[src/rtl/ifu_fetch_queue.sv]
// ifu_fetch_queue: instruction-fetch front end with multiple outstanding
// memory requests and a response FIFO feeding decode.
//
// Sequential fetch requests are issued from fetch_pc, with up to OUTS of them
// in flight. The PC of each accepted request is held in a small PC queue until
// its in-order response returns. The response is then pushed into a DP-deep
// FIFO as {pc, instr, err}. A redirect flushes the FIFO and the PC queue, and
// loads fetch_pc with the target. It also records how many stale responses
// are still owed by memory (kill_cnt) so that they can be dropped on arrival.
//
// Handshakes: a transfer happens on a cycle where valid and ready are both
// high at the rising edge of clk. Valid never depends on ready of the same
// channel. The response channel is always ready, because a request is only
// issued when FIFO space is already reserved for its response.
//
// Ports:
//   clk, rst         clock, asynchronous active-low reset
//   jmp_req_i        redirect request; jmp_addr_i is the new fetch target
//   ifu_vld_o        instruction valid to decode; ifu_rdy_i is decode ready
//   ifu_pc_o         PC of the presented instruction
//   ifu_instr_o      presented instruction
//   ifu_err_o        bus error of the presented instruction
//   ifu_req_*        memory request channel (vld/rdy/addr)
//   ifu_rsp_*        memory response channel (vld/rdy/data/err)
module ifu_fetch_queue #(
  parameter int AW = 32,
  parameter int DW = 32,
  parameter int OUTS = 2,
  parameter int DP = 4,
  parameter int BYPASS = 1,
  parameter logic [AW-1:0] RST_PC = 32'h8000_0000
) (
  input  logic          clk,
  input  logic          rst,
  input  logic          jmp_req_i,
  input  logic [AW-1:0] jmp_addr_i,
  output logic          ifu_vld_o,
  input  logic          ifu_rdy_i,
  output logic [AW-1:0] ifu_pc_o,
  output logic [DW-1:0] ifu_instr_o,
  output logic          ifu_err_o,
  output logic          ifu_req_vld,
  input  logic          ifu_req_rdy,
  output logic [AW-1:0] ifu_req_addr,
  input  logic          ifu_rsp_vld,
  output logic          ifu_rsp_rdy,
  input  logic [DW-1:0] ifu_rsp_data,
  input  logic          ifu_rsp_err
);

  localparam int CW  = $clog2(DP + 1);
  localparam int PQW = (OUTS > 1) ? $clog2(OUTS) : 1;
  localparam int FPW = (DP > 1) ? $clog2(DP) : 1;
  localparam logic [CW-1:0] OUTS_C = CW'(OUTS);
  localparam logic [CW:0]   DP_C   = (CW + 1)'(DP);

  logic [AW-1:0]  fetch_pc;
  logic [CW-1:0]  inflight;
  logic [CW-1:0]  kill_cnt;
  logic [CW-1:0]  fifo_cnt;

  logic [AW-1:0]  pq_mem [OUTS];
  logic [PQW-1:0] pq_wp, pq_rp;

  logic [AW-1:0]  f_pc    [DP];
  logic [DW-1:0]  f_instr [DP];
  logic           f_err   [DP];
  logic [FPW-1:0] f_wp, f_rp;

  logic req_fire, rsp_fire, rsp_live, bypass_hit, dec_fire;
  logic fifo_empty, fifo_push, fifo_pop;

  function automatic logic [PQW-1:0] pq_next(input logic [PQW-1:0] p);
    return (p == PQW'(OUTS - 1)) ? '0 : p + PQW'(1);
  endfunction

  function automatic logic [FPW-1:0] f_next(input logic [FPW-1:0] p);
    return (p == FPW'(DP - 1)) ? '0 : p + FPW'(1);
  endfunction

  assign fifo_empty = (fifo_cnt == '0);

  // Credit: a request is issued only if its response is guaranteed a FIFO
  // slot. Gating with rst makes the valids drop as soon as reset is asserted.
  assign ifu_req_vld  = rst & ~jmp_req_i & (inflight < OUTS_C) &
                        (({1'b0, inflight} + {1'b0, fifo_cnt}) < DP_C);
  assign ifu_req_addr = fetch_pc;
  assign ifu_rsp_rdy  = 1'b1;

  assign req_fire = ifu_req_vld & ifu_req_rdy;
  assign rsp_fire = ifu_rsp_vld;
  // Responses are in order, so a nonzero kill_cnt means the arriving
  // response belongs to a request made before the last redirect.
  assign rsp_live   = rsp_fire & (kill_cnt == '0);
  assign bypass_hit = (BYPASS != 0) & rsp_live & fifo_empty;

  assign ifu_vld_o = rst & ~jmp_req_i & (~fifo_empty | bypass_hit);
  assign dec_fire  = ifu_vld_o & ifu_rdy_i;
  assign fifo_pop  = dec_fire & ~fifo_empty;
  // A bypassed response that decode takes in the same cycle is not stored.
  assign fifo_push = rsp_live & ~jmp_req_i & ~(bypass_hit & dec_fire);

  assign ifu_pc_o    = fifo_empty ? pq_mem[pq_rp] : f_pc[f_rp];
  assign ifu_instr_o = fifo_empty ? ifu_rsp_data  : f_instr[f_rp];
  assign ifu_err_o   = fifo_empty ? ifu_rsp_err   : f_err[f_rp];

  always_ff @(posedge clk or negedge rst) begin
    if (!rst) begin
      fetch_pc <= RST_PC;
      inflight <= '0;
      kill_cnt <= '0;
      fifo_cnt <= '0;
      pq_wp    <= '0;
      pq_rp    <= '0;
      f_wp     <= '0;
      f_rp     <= '0;
    end else if (jmp_req_i) begin
      // Every request still owed by memory, old stale ones included, becomes
      // stale. A response arriving in this same cycle is already consumed.
      fetch_pc <= jmp_addr_i;
      inflight <= inflight - CW'(rsp_fire);
      kill_cnt <= inflight - CW'(rsp_fire);
      fifo_cnt <= '0;
      pq_wp    <= '0;
      pq_rp    <= '0;
      f_wp     <= '0;
      f_rp     <= '0;
    end else begin
      if (req_fire) begin
        fetch_pc <= fetch_pc + AW'(4);
        pq_wp    <= pq_next(pq_wp);
      end
      inflight <= inflight + CW'(req_fire) - CW'(rsp_fire);
      if (rsp_fire && (kill_cnt != '0)) kill_cnt <= kill_cnt - CW'(1);
      if (rsp_live) pq_rp <= pq_next(pq_rp);
      if (fifo_push) f_wp <= f_next(f_wp);
      if (fifo_pop) f_rp <= f_next(f_rp);
      fifo_cnt <= fifo_cnt + CW'(fifo_push) - CW'(fifo_pop);
    end
  end

  // Storage arrays carry no reset; their contents are qualified by the
  // pointers and counters above.
  always_ff @(posedge clk) begin
    if (req_fire) pq_mem[pq_wp] <= fetch_pc;
    if (fifo_push) begin
      f_pc[f_wp]    <= pq_mem[pq_rp];
      f_instr[f_wp] <= ifu_rsp_data;
      f_err[f_wp]   <= ifu_rsp_err;
    end
  end

  a_inflight_max : assert property (@(posedge clk) disable iff (!rst)
    inflight <= OUTS_C);
  a_kill_le_inflight : assert property (@(posedge clk) disable iff (!rst)
    kill_cnt <= inflight);
  a_credit : assert property (@(posedge clk) disable iff (!rst)
    ({1'b0, inflight} + {1'b0, fifo_cnt}) <= DP_C);

endmodule

[config.mk]
export PLATFORM = sky130hd
export DESIGN_NAME = ifu_fetch_queue
export DESIGN_NICKNAME = d
export VERILOG_FILES = /design/src/rtl/ifu_fetch_queue.sv
export SDC_FILE = /design/constraint.sdc
export NUM_CORES = 1
export LEC_CHECK = 0
export BUFFER_PORTS_ARGS = -buffer_cell sky130_fd_sc_hd__buf_2
export CORE_MARGIN = 1.5
export CORE_UTILIZATION = 30
export CTS_CLUSTER_DIAMETER = 40
export DETAILED_ROUTE_END_ITERATION = 10
export PLACE_DENSITY = 0.45
export SETUP_SLACK_MARGIN = 0.05
export SLEW_MARGIN = 20
export SYNTH_ARGS = -nofsm -noshare
export SYNTH_HDL_FRONTEND = slang
export SYNTH_SLANG_ARGS = --single-unit
[constraint.sdc]
create_clock -name clk -period 10.95 [get_ports clk]
set_clock_uncertainty 0.1 [all_clocks]
set_input_delay 2.19 -clock clk [delete_from_list [all_inputs] [get_ports clk]]
set_output_delay 2.19 -clock clk [all_outputs]
set_load 0.05 [all_outputs]
==> impl_metrics.py, run 1 <==
metrics = {
    "floorplan": {
        "die_y_um": 229,
        "num_io_pins": 171,
        "initial_core_util_pct": 30.4,
        "die_w_um": 229,
        "core_area_um2": 50200,
        "dieArea_um2": 52200,
        "fp-row-count": 82,
    },
    "global_route": {
        "grt_use_total_pct": 14.9,
        "grt_pass1_vias": 9164,
        "gr-total-overflow": 0,
        "grt_pass1_wl_um": 57900,
        "grt_max_degree": 66,
        "antenna_found_initial": 1,
    },
    "yosys": {
        "synth_top_cell_area_share_pct": 63.7,
        "synth.most_common_cell": "edfxtp_1",
        "synth_cell_types": 54,
        "synthArstFlopShare_pct": 12.7,
        "ys_top_cells_by_area": "edfxtp_1 (64%), mux4_2 (9.6%), dfrtp_1 (7.5%)",
        "ys_warn_count": 0,
        "syn_nets": 1057,
        "synth_edf_count": 324,
        "yosysSeqAreaShare_pct": 71.4,
        "synthesis.area_um2": 15300,
        "synthCells": 967,
        "synth_flop_cell": "edfxtp_1",
        "syn_avg_cell_area_um2": 15.8,
        "synth_commonest_cells": "edfxtp_1 (324), nand2_1 (231), mux4_2 (65), dfrtp_1 (46), mux2_2 (35)",
        "synth_top_cell_by_area": "edfxtp_1",
        "ys_seq_elements": 371,
    },
    "finish": {
        "syn_to_final_growth_pct": 25.6,
        "fin_nets": 1262,
        "post-route-util_pct": 38.2,
        "diodes": 0,
        "drive_above_1_share_pct": 33.6,
    },
    "sta": {
        "worst_pin_slew_ns": 1.12,
        "slew_viol_final": 0,
        "fin_tns_setup_ns": 0,
        "post-route-period-util_pct": 54.3,
        "max_freq_mhz": 168,
        "min_period_ns": 5.94,
        "setup_viol": 0,
        "hold_ws_ns": 0.415,
        "relSlewSlack_pct": 25.1,
        "finalHoldViolCount": 0,
        "rsz0062_at_grt": "no",
    },
    "clock_network": {
        "htreeDepth": 3,
        "post_cts_resized": 0,
        "max-clock-path-buffers": 3,
        "post-cts-setup-buffers": 0,
        "clock_sinks": 371,
        "cts_tree": "yes",
        "hold_buffers": 0,
        "cts_buffers": 68,
        "clk_pin_slew_worst_paths_ns": 0.05,
        "cts_root_buf": "clkbuf_16",
        "clkLatencyLatePin_ns": 0.57,
    },
    "power_and_ir_drop": {
        "vdd_ir_drop_max_mv": 0.107,
        "leakage_nw": 7.01,
        "power_mw": 4.50,
        "cellPowerDensity_nw_per_um2": 235,
    },
    "run_status": {
        "status": "completed",
    },
    "routing": {
        "drt_iter0_drc": 500,
        "wl_um": 38300,
        "drc_errors": 0,
        "wl_per_cell_um": 20.2,
        "vias": 8750,
        "postRouteAntennaNets": 0,
        "first_pass_iters": 5,
        "drt-vias-per-instance": 4.61,
    },
    "min_path": {
        "holdCritPathClass": "reg -> reg",
    },
    "run": {
        "maxCapViolations": 0,
    },
    "worst_setup_path": {
        "cpMostUsedCell": "buf_2",
        "cp.arrival_ns": 3.65,
        "critPathSlowestCell": "buf_4",
        "crit_family": "buffers and inverters",
        "path_buf_inv": 3,
        "crit_required_ns": 8.66,
        "critPathMaxStageDelay_ns": 0.52,
        "cp-end-kind": "output pin",
        "crit_chain": "buf_2, buf_4, nand2b_1, nor3_1, buf_2",
        "critical_path_class": "in -> out",
        "critical_path.max_fanout": 49,
        "start_kind": "input port",
    },
    "placement": {
        "dp_hpwl_um": 22100,
        "io_buffers": 169,
        "gp_congestion": 0.729,
    },
}
## state kept, by name, indices dropped and copies added, names as in the netlist
| register | flops |
|---|---|
| pq_mem | 64 |
| f_instr | 128 |
| pq_wp | 1 |
| f_rp | 2 |
| pq_rp | 1 |
| f_wp | 2 |
| inflight | 3 |
| f_err | 4 |
| f_pc | 128 |
| kill_cnt | 3 |
| ifu_req_addr | 32 |
| fifo_cnt | 3 |
## area by class of cell
| class | instances | area (um2) |
|---|---|---|
| fill | 4744 | 31000 |
| sequential | 371 | 10900 |
| multi-input combinational | 529 | 4120 |
| clock buffer | 82 | 1870 |
| timing repair buffer | 184 | 958 |
| tap | 672 | 841 |
| clock inverter | 40 | 392 |
| inverter | 18 | 67.6 |
## through the flow
| stage | area, um2 | setup slack [ns] | cells |
|---|---|---|---|
| after floorplan | 15300 | 5.15 | 967 |
| after global placement | 16900 | 5.00 | 1774 |
| after detailed placement | 16900 | 4.98 | 1774 |
| after CTS | 19200 | 4.98 | 1896 |
| after global routing | 19200 | 4.82 | 1896 |
| final | 19200 | 5.01 | 1896 |
## cell usage in the layout, fill, tap and decap left out, types with 6 or more instances in the layout
master / Yosys / routed
a21oi_1: 8 / 8
and3_1: 7 / 7
buf_2: 9 / 169
buf_4: 1 / 15
clkbuf_1: 31 / 8
clkbuf_16: 0 / 73
clkinv_2: 0 / 9
clkinv_4: 0 / 6
clkinvlp_4: 0 / 7
dfrtp_1: 46 / 43
edfxtp_1: 324 / 324
ha_1: 17 / 17
inv_1: 16 / 16
inv_6: 0 / 8
mux2_2: 35 / 35
mux4_2: 65 / 65
nand2_1: 231 / 231
nand3_1: 19 / 19
nand4_1: 14 / 14
nor2_1: 27 / 26
o211ai_1: 8 / 8
o21ai_0: 22 / 22
xor2_1: 10 / 10
## where the power goes
| group | leakage, nW | internal, mW | switching, mW |
|---|---|---|---|
| logic | 2.42 | 0.191 | 0.591 |
| clock network | 1.09 | 1.34 | 0.710 |
| registers | 3.49 | 1.61 | 0.0606 |
## worst register-to-register path, delay by kind of cell, from the launching register on
family                   cells  cell delay (ns)
adder cells (fa/ha/maj)      4             1.17
AND/OR/NAND/NOR              2             0.78
buffers and inverters        3             0.64
flip-flops                   1             0.46
XOR/XNOR                     1             0.16
AO/OA/AOI/OAI                1             0.13
## routing by layer
layer	global-route usage [%]	wire [um]
met5	0	0
met4	5.26	771
met3	3.21	1820
met2	23.5	17700
met1	20.4	18000
## worst paths after layout
kind                                 start                to  slack, ns  cells after the start
min in group asynchronous              rst  ifu_req_addr[17]       1.64                      2
max reg2reg                    fifo_cnt[1]       inflight[2]       7.43                     11
max                                    rst       ifu_req_vld       5.01                      5
max in group asynchronous              rst           f_rp[1]       8.59                      2
min reg2reg                ifu_req_addr[1]      pq_mem[1][1]       0.42                      0
min                        ifu_req_addr[1]      pq_mem[1][1]       0.42                      0
## logic make-up after synthesis
group,after synthesis,share of synthesized area [%]
flip-flops,371,71.4
other,1,0.0246
multiplexers,103,12.4
XOR/XNOR,14,0.803
AO/OA/AOI/OAI,63,2.69
AND/OR/NAND/NOR,329,9.27
adder cells (fa/ha/maj),19,1.66
buffers and inverters,67,1.75
No activity file was read; power rests on OpenSTA's default activity.
==> run 2: changes to the inputs <==
PLACE_DENSITY = 0.47   (was 0.45)
clock period = 5.16 ns   (was 10.95 ns; I/O delays follow)
==> impl_metrics.py, run 2 (synthesis gave the netlist of run 1 again) <==
metrics = {
    "floorplan": {
        "initial_core_util_pct": 30.4,
        "num_io_pins": 171,
        "die_y_um": 229,
        "dieArea_um2": 52200,
        "core_area_um2": 50200,
        "fp-row-count": 82,
        "die_w_um": 229,
    },
    "min_path": {
        "min_path_cells": 0,
        "holdCritPathClass": "reg -> reg",
    },
    "worst_setup_path": {
        "crit_required_ns": 4.03,
        "critical_path.max_fanout": 48,
        "critical_path_class": "reg -> out",
        "cp.arrival_ns": 2.83,
        "cp-end-kind": "output pin",
        "start_kind": "flop",
        "rrSetupSlack_ns": 1.68,
        "r2r_cells": 11,
    },
    "sta": {
        "min_period_ns": 3.96,
        "relSlewSlack_pct": 36.5,
        "post-route-period-util_pct": 76.7,
        "fin_tns_setup_ns": 0,
        "slew_viol_final": 0,
        "rsz0062_at_grt": "no",
        "setup_viol": 0,
        "hold_ws_ns": 0.400,
        "max_freq_mhz": 253,
        "worst_pin_slew_ns": 0.952,
        "finalHoldViolCount": 0,
    },
    "placement": {
        "io_buffers": 169,
        "dp_hpwl_um": 23000,
        "gp_congestion": 0.739,
    },
    "finish": {
        "drive_above_1_share_pct": 33.0,
        "syn_to_final_growth_pct": 24.1,
        "diodes": 0,
        "largest_registers": "f_instr: 128 flops, f_pc: 128 flops, pq_mem: 64 flops",
        "final_common_cell": "edfxtp_1",
        "mostFrequentLayoutCells": "edfxtp_1 (324), nand2_1 (231), buf_2 (169)",
        "fin_nets": 1250,
    },
    "power_and_ir_drop": {
        "vdd_ir_drop_max_mv": 0.237,
        "leakage_nw": 6.87,
        "cellPowerDensity_nw_per_um2": 479,
    },
    "global_route": {
        "grt_pass1_wl_um": 58100,
        "antenna_found_initial": 1,
        "grt_use_total_pct": 14.7,
        "gr-total-overflow": 0,
        "grt_max_degree": 68,
        "grt_pass1_vias": 9248,
    },
    "clock_network": {
        "cts_tree": "yes",
        "htreeDepth": 2,
        "post_cts_resized": 0,
        "clock_sinks": 371,
        "clkLatencyLatePin_ns": 0.60,
        "cts_buffers": 56,
        "post-cts-setup-buffers": 0,
        "clk_pin_slew_worst_paths_ns": 0.05,
        "max-clock-path-buffers": 3,
        "cts_root_buf": "clkbuf_16",
        "hold_buffers": 0,
    },
    "routing": {
        "drt-vias-per-instance": 4.74,
        "wl_um": 38300,
        "wl_per_cell_um": 20.4,
        "vias": 8898,
        "postRouteAntennaNets": 0,
        "drc_errors": 0,
        "drt_iter0_drc": 654,
        "first_pass_iters": 5,
    },
    "run": {
        "maxCapViolations": 0,
    },
    "run_status": {
        "status": "completed",
    },
}
run 2: where the power goes:
part | internal (mW) | switching (mW) | total (mW)
Sequential | 3.41 | 0.129 | 3.54
Clock | 2.40 | 1.45 | 3.85
Combinational | 0.412 | 1.27 | 1.68
run 2: final timing paths:
check / from / endpoint
setup / recovery: f_rp[0] / ifu_pc_o[11]
hold / removal: ifu_req_addr[0] / pq_mem[0][0]
setup reg to reg: fifo_cnt[2] / inflight[2]
hold reg to reg: ifu_req_addr[0] / pq_mem[0][0]
max in group asynchronous: rst / f_rp[1]
min in group asynchronous: rst / ifu_req_addr[21]
run 2: cell type report:
type | instances | area, um2
inverters | 18 | 67.6
clock buffers | 62 | 1440
multi-input cells | 529 | 4130
well taps | 672 | 841
fillers | 4749 | 31200
clock inverters | 42 | 497
repair buffers | 184 | 1040
flip-flops and latches | 371 | 10900
run 2: stage by stage:
stage               util (%)  total power [mW]  setup slack [ns]  instance area, um2  instances
floorplan                  -              4.77              1.24               15300        967
global placement        33.8              5.31              1.30               17000       1773
detailed placement      33.8              5.32              1.36               17000       1773
CTS                     37.7              9.21              1.06               18900       1877
global route            37.7              9.43             0.976               18900       1878
finish                  37.7              9.07              1.20               18900       1878
run 2: critical path, stage by stage, from the launching register on:
cell,delay [ns]
dfrtp_4,0.74
buf_12,0.43
mux4_2,0.57
nand2_1,0.08
nand2_1,0.13
buf_2,0.24
run 2: per-layer routing:
layer | vias to the layer above | share of wire (%) | wire (um) | track usage, %
met3 | 65 | 5.4 | 2080 | 2.63
met5 | - | 0.029 | 11 | 0
met4 | 2 | 2.2 | 849 | 4.97
met1 | 4485 | 47 | 18100 | 20.9
li1 | 4072 | - | - | -
met2 | 274 | 45 | 17300 | 22.8
==> run 3: changes to the inputs <==
clock period = 3.6 ns   (was 5.16 ns; I/O delays follow)
==> impl_metrics.py, run 3 (synthesis gave the netlist of run 1 again) <==
metrics = {
    "worst_setup_path": {
        "cp-end-kind": "output pin",
        "critical_path_class": "reg -> out",
        "crit_required_ns": 2.78,
        "critical_path.max_fanout": 40,
        "cp.arrival_ns": 2.47,
        "start_kind": "flop",
    },
    "routing": {
        "wl_um": 38300,
        "vias": 8837,
        "drt-vias-per-instance": 4.64,
        "wl_per_cell_um": 20.1,
        "drt_iter0_drc": 471,
        "postRouteAntennaNets": 0,
        "first_pass_iters": 6,
        "drc_errors": 0,
    },
    "finish": {
        "mostFrequentLayoutCells": "edfxtp_1 (324), nand2_1 (231), buf_2 (169)",
        "fin_nets": 1271,
        "drive_above_1_share_pct": 34.0,
        "final_common_cell": "edfxtp_1",
        "largest_registers": "f_instr: 128 flops, f_pc: 128 flops, pq_mem: 64 flops",
        "fillCellCount": 4714,
        "stdcell_count": 1905,
        "diodes": 0,
        "syn_to_final_growth_pct": 26.5,
    },
    "floorplan": {
        "die_y_um": 229,
        "core_area_um2": 50200,
        "initial_core_util_pct": 30.4,
        "dieArea_um2": 52200,
        "fp-row-count": 82,
        "die_w_um": 229,
        "num_io_pins": 171,
    },
    "placement": {
        "dp_hpwl_um": 23700,
        "placed_cells": 1790,
        "gp_congestion": 0.779,
        "io_buffers": 169,
    },
    "sta": {
        "max_freq_mhz": 304,
        "rsz0062_at_grt": "no",
        "setup_viol": 0,
        "finalHoldViolCount": 0,
        "relSlewSlack_pct": 44.7,
        "fin_tns_setup_ns": 0,
        "slew_viol_final": 0,
        "min_period_ns": 3.29,
        "worst_pin_slew_ns": 0.827,
        "post-route-period-util_pct": 91.5,
    },
    "global_route": {
        "grt_pass1_vias": 9311,
        "grt_pass1_wl_um": 58300,
        "grt_use_total_pct": 14.8,
        "grt_max_degree": 58,
        "antenna_found_initial": 1,
        "gr-total-overflow": 0,
    },
    "clock_network": {
        "cts_root_buf": "clkbuf_16",
        "clock_sinks": 371,
        "cts_tree": "yes",
        "cts_buffers": 61,
        "htreeDepth": 2,
        "post_cts_resized": 0,
        "max-clock-path-buffers": 3,
        "clkLatencyLatePin_ns": 0.62,
        "hold_buffers": 0,
        "clk_pin_slew_worst_paths_ns": 0.05,
        "post-cts-setup-buffers": 0,
    },
    "power_and_ir_drop": {
        "cellPowerDensity_nw_per_um2": 692,
        "vdd_ir_drop_max_mv": 0.415,
        "leakage_nw": 7.06,
    },
    "run": {
        "maxCapViolations": 0,
    },
    "run_status": {
        "status": "completed",
    },
    "min_path": {
        "holdCritPathClass": "in -> reg",
    },
}
[run 3: cell types whose count changed in the layout (fill, tap and decap cells not counted), sizes merged]
cell / before / now
inv: 26 / 31
clkinvlp: 6 / 4
buf: 184 / 200
clkinv: 21 / 24
clkbuf: 62 / 67
[run 3: power by group]
part           leakage [nW]  switching, mW  internal, mW  total, mW
clock network          1.02           2.20          3.68       5.88
logic                  2.55           1.83         0.620       2.45
registers              3.49          0.153          4.89       5.04
total                  7.06           4.19          9.19       13.4
[run 3: worst max-delay path, cell delays in order (launching register included)]
cell and delay [ns]:
dfrtp_1 0.45, or3_2 0.49, buf_4 0.31, nand2_1 0.13, nand2_1 0.17, buf_2 0.27
[run 3: per-layer routing]
layer	GRT usage, %	part of all wire [%]	vias to the layer above
met4	4.97	2.4	0
li1	-	-	4103
met5	0	0	-
met3	3.07	5.2	63
met2	22.9	46	235
met1	20.6	47	4436
[run 3: through the flow]
stage	setup WS [ns]	area [um2]	total power, mW	hold slack, ns	utilization (%)
floorplan	0.425	15300	6.83	0.324	-
global placement	0.710	17200	7.62	0.374	34.3
detailed placement	0.668	17200	7.63	0.388	34.3
CTS	0.260	19300	13.6	0.169	38.5
global route	0.196	19300	13.9	0.214	38.5
finish	0.308	19300	13.4	0.209	38.5
[run 3: path summary, 6_finish.rpt]
check                                 from          endpoint  slack, ns  depth (start not counted)
min                         jmp_addr_i[13]  ifu_req_addr[13]       0.21                          3
min in group asynchronous              rst  ifu_req_addr[16]       0.23                          2
max in group asynchronous              rst           f_rp[0]       2.64                          2
min reg2reg                ifu_req_addr[1]      pq_mem[1][1]       0.38                          0
max                            fifo_cnt[1]      ifu_pc_o[17]       0.31                          5
max reg2reg                    fifo_cnt[2]     pq_mem[1][13]       0.67                          6
[run 3: cell type report]
cell class / count / area, um2 / area share, %
Sequential cell: 371 / 10900 / 56.5
Multi-Input combinational cell: 529 / 4120 / 21.3
Timing Repair Buffer: 200 / 1250 / 6.49
Clock buffer: 67 / 1550 / 8.02
Inverter: 18 / 67.6 / 0.350
Clock inverter: 48 / 566 / 2.93
Tap cell: 672 / 841 / 4.35
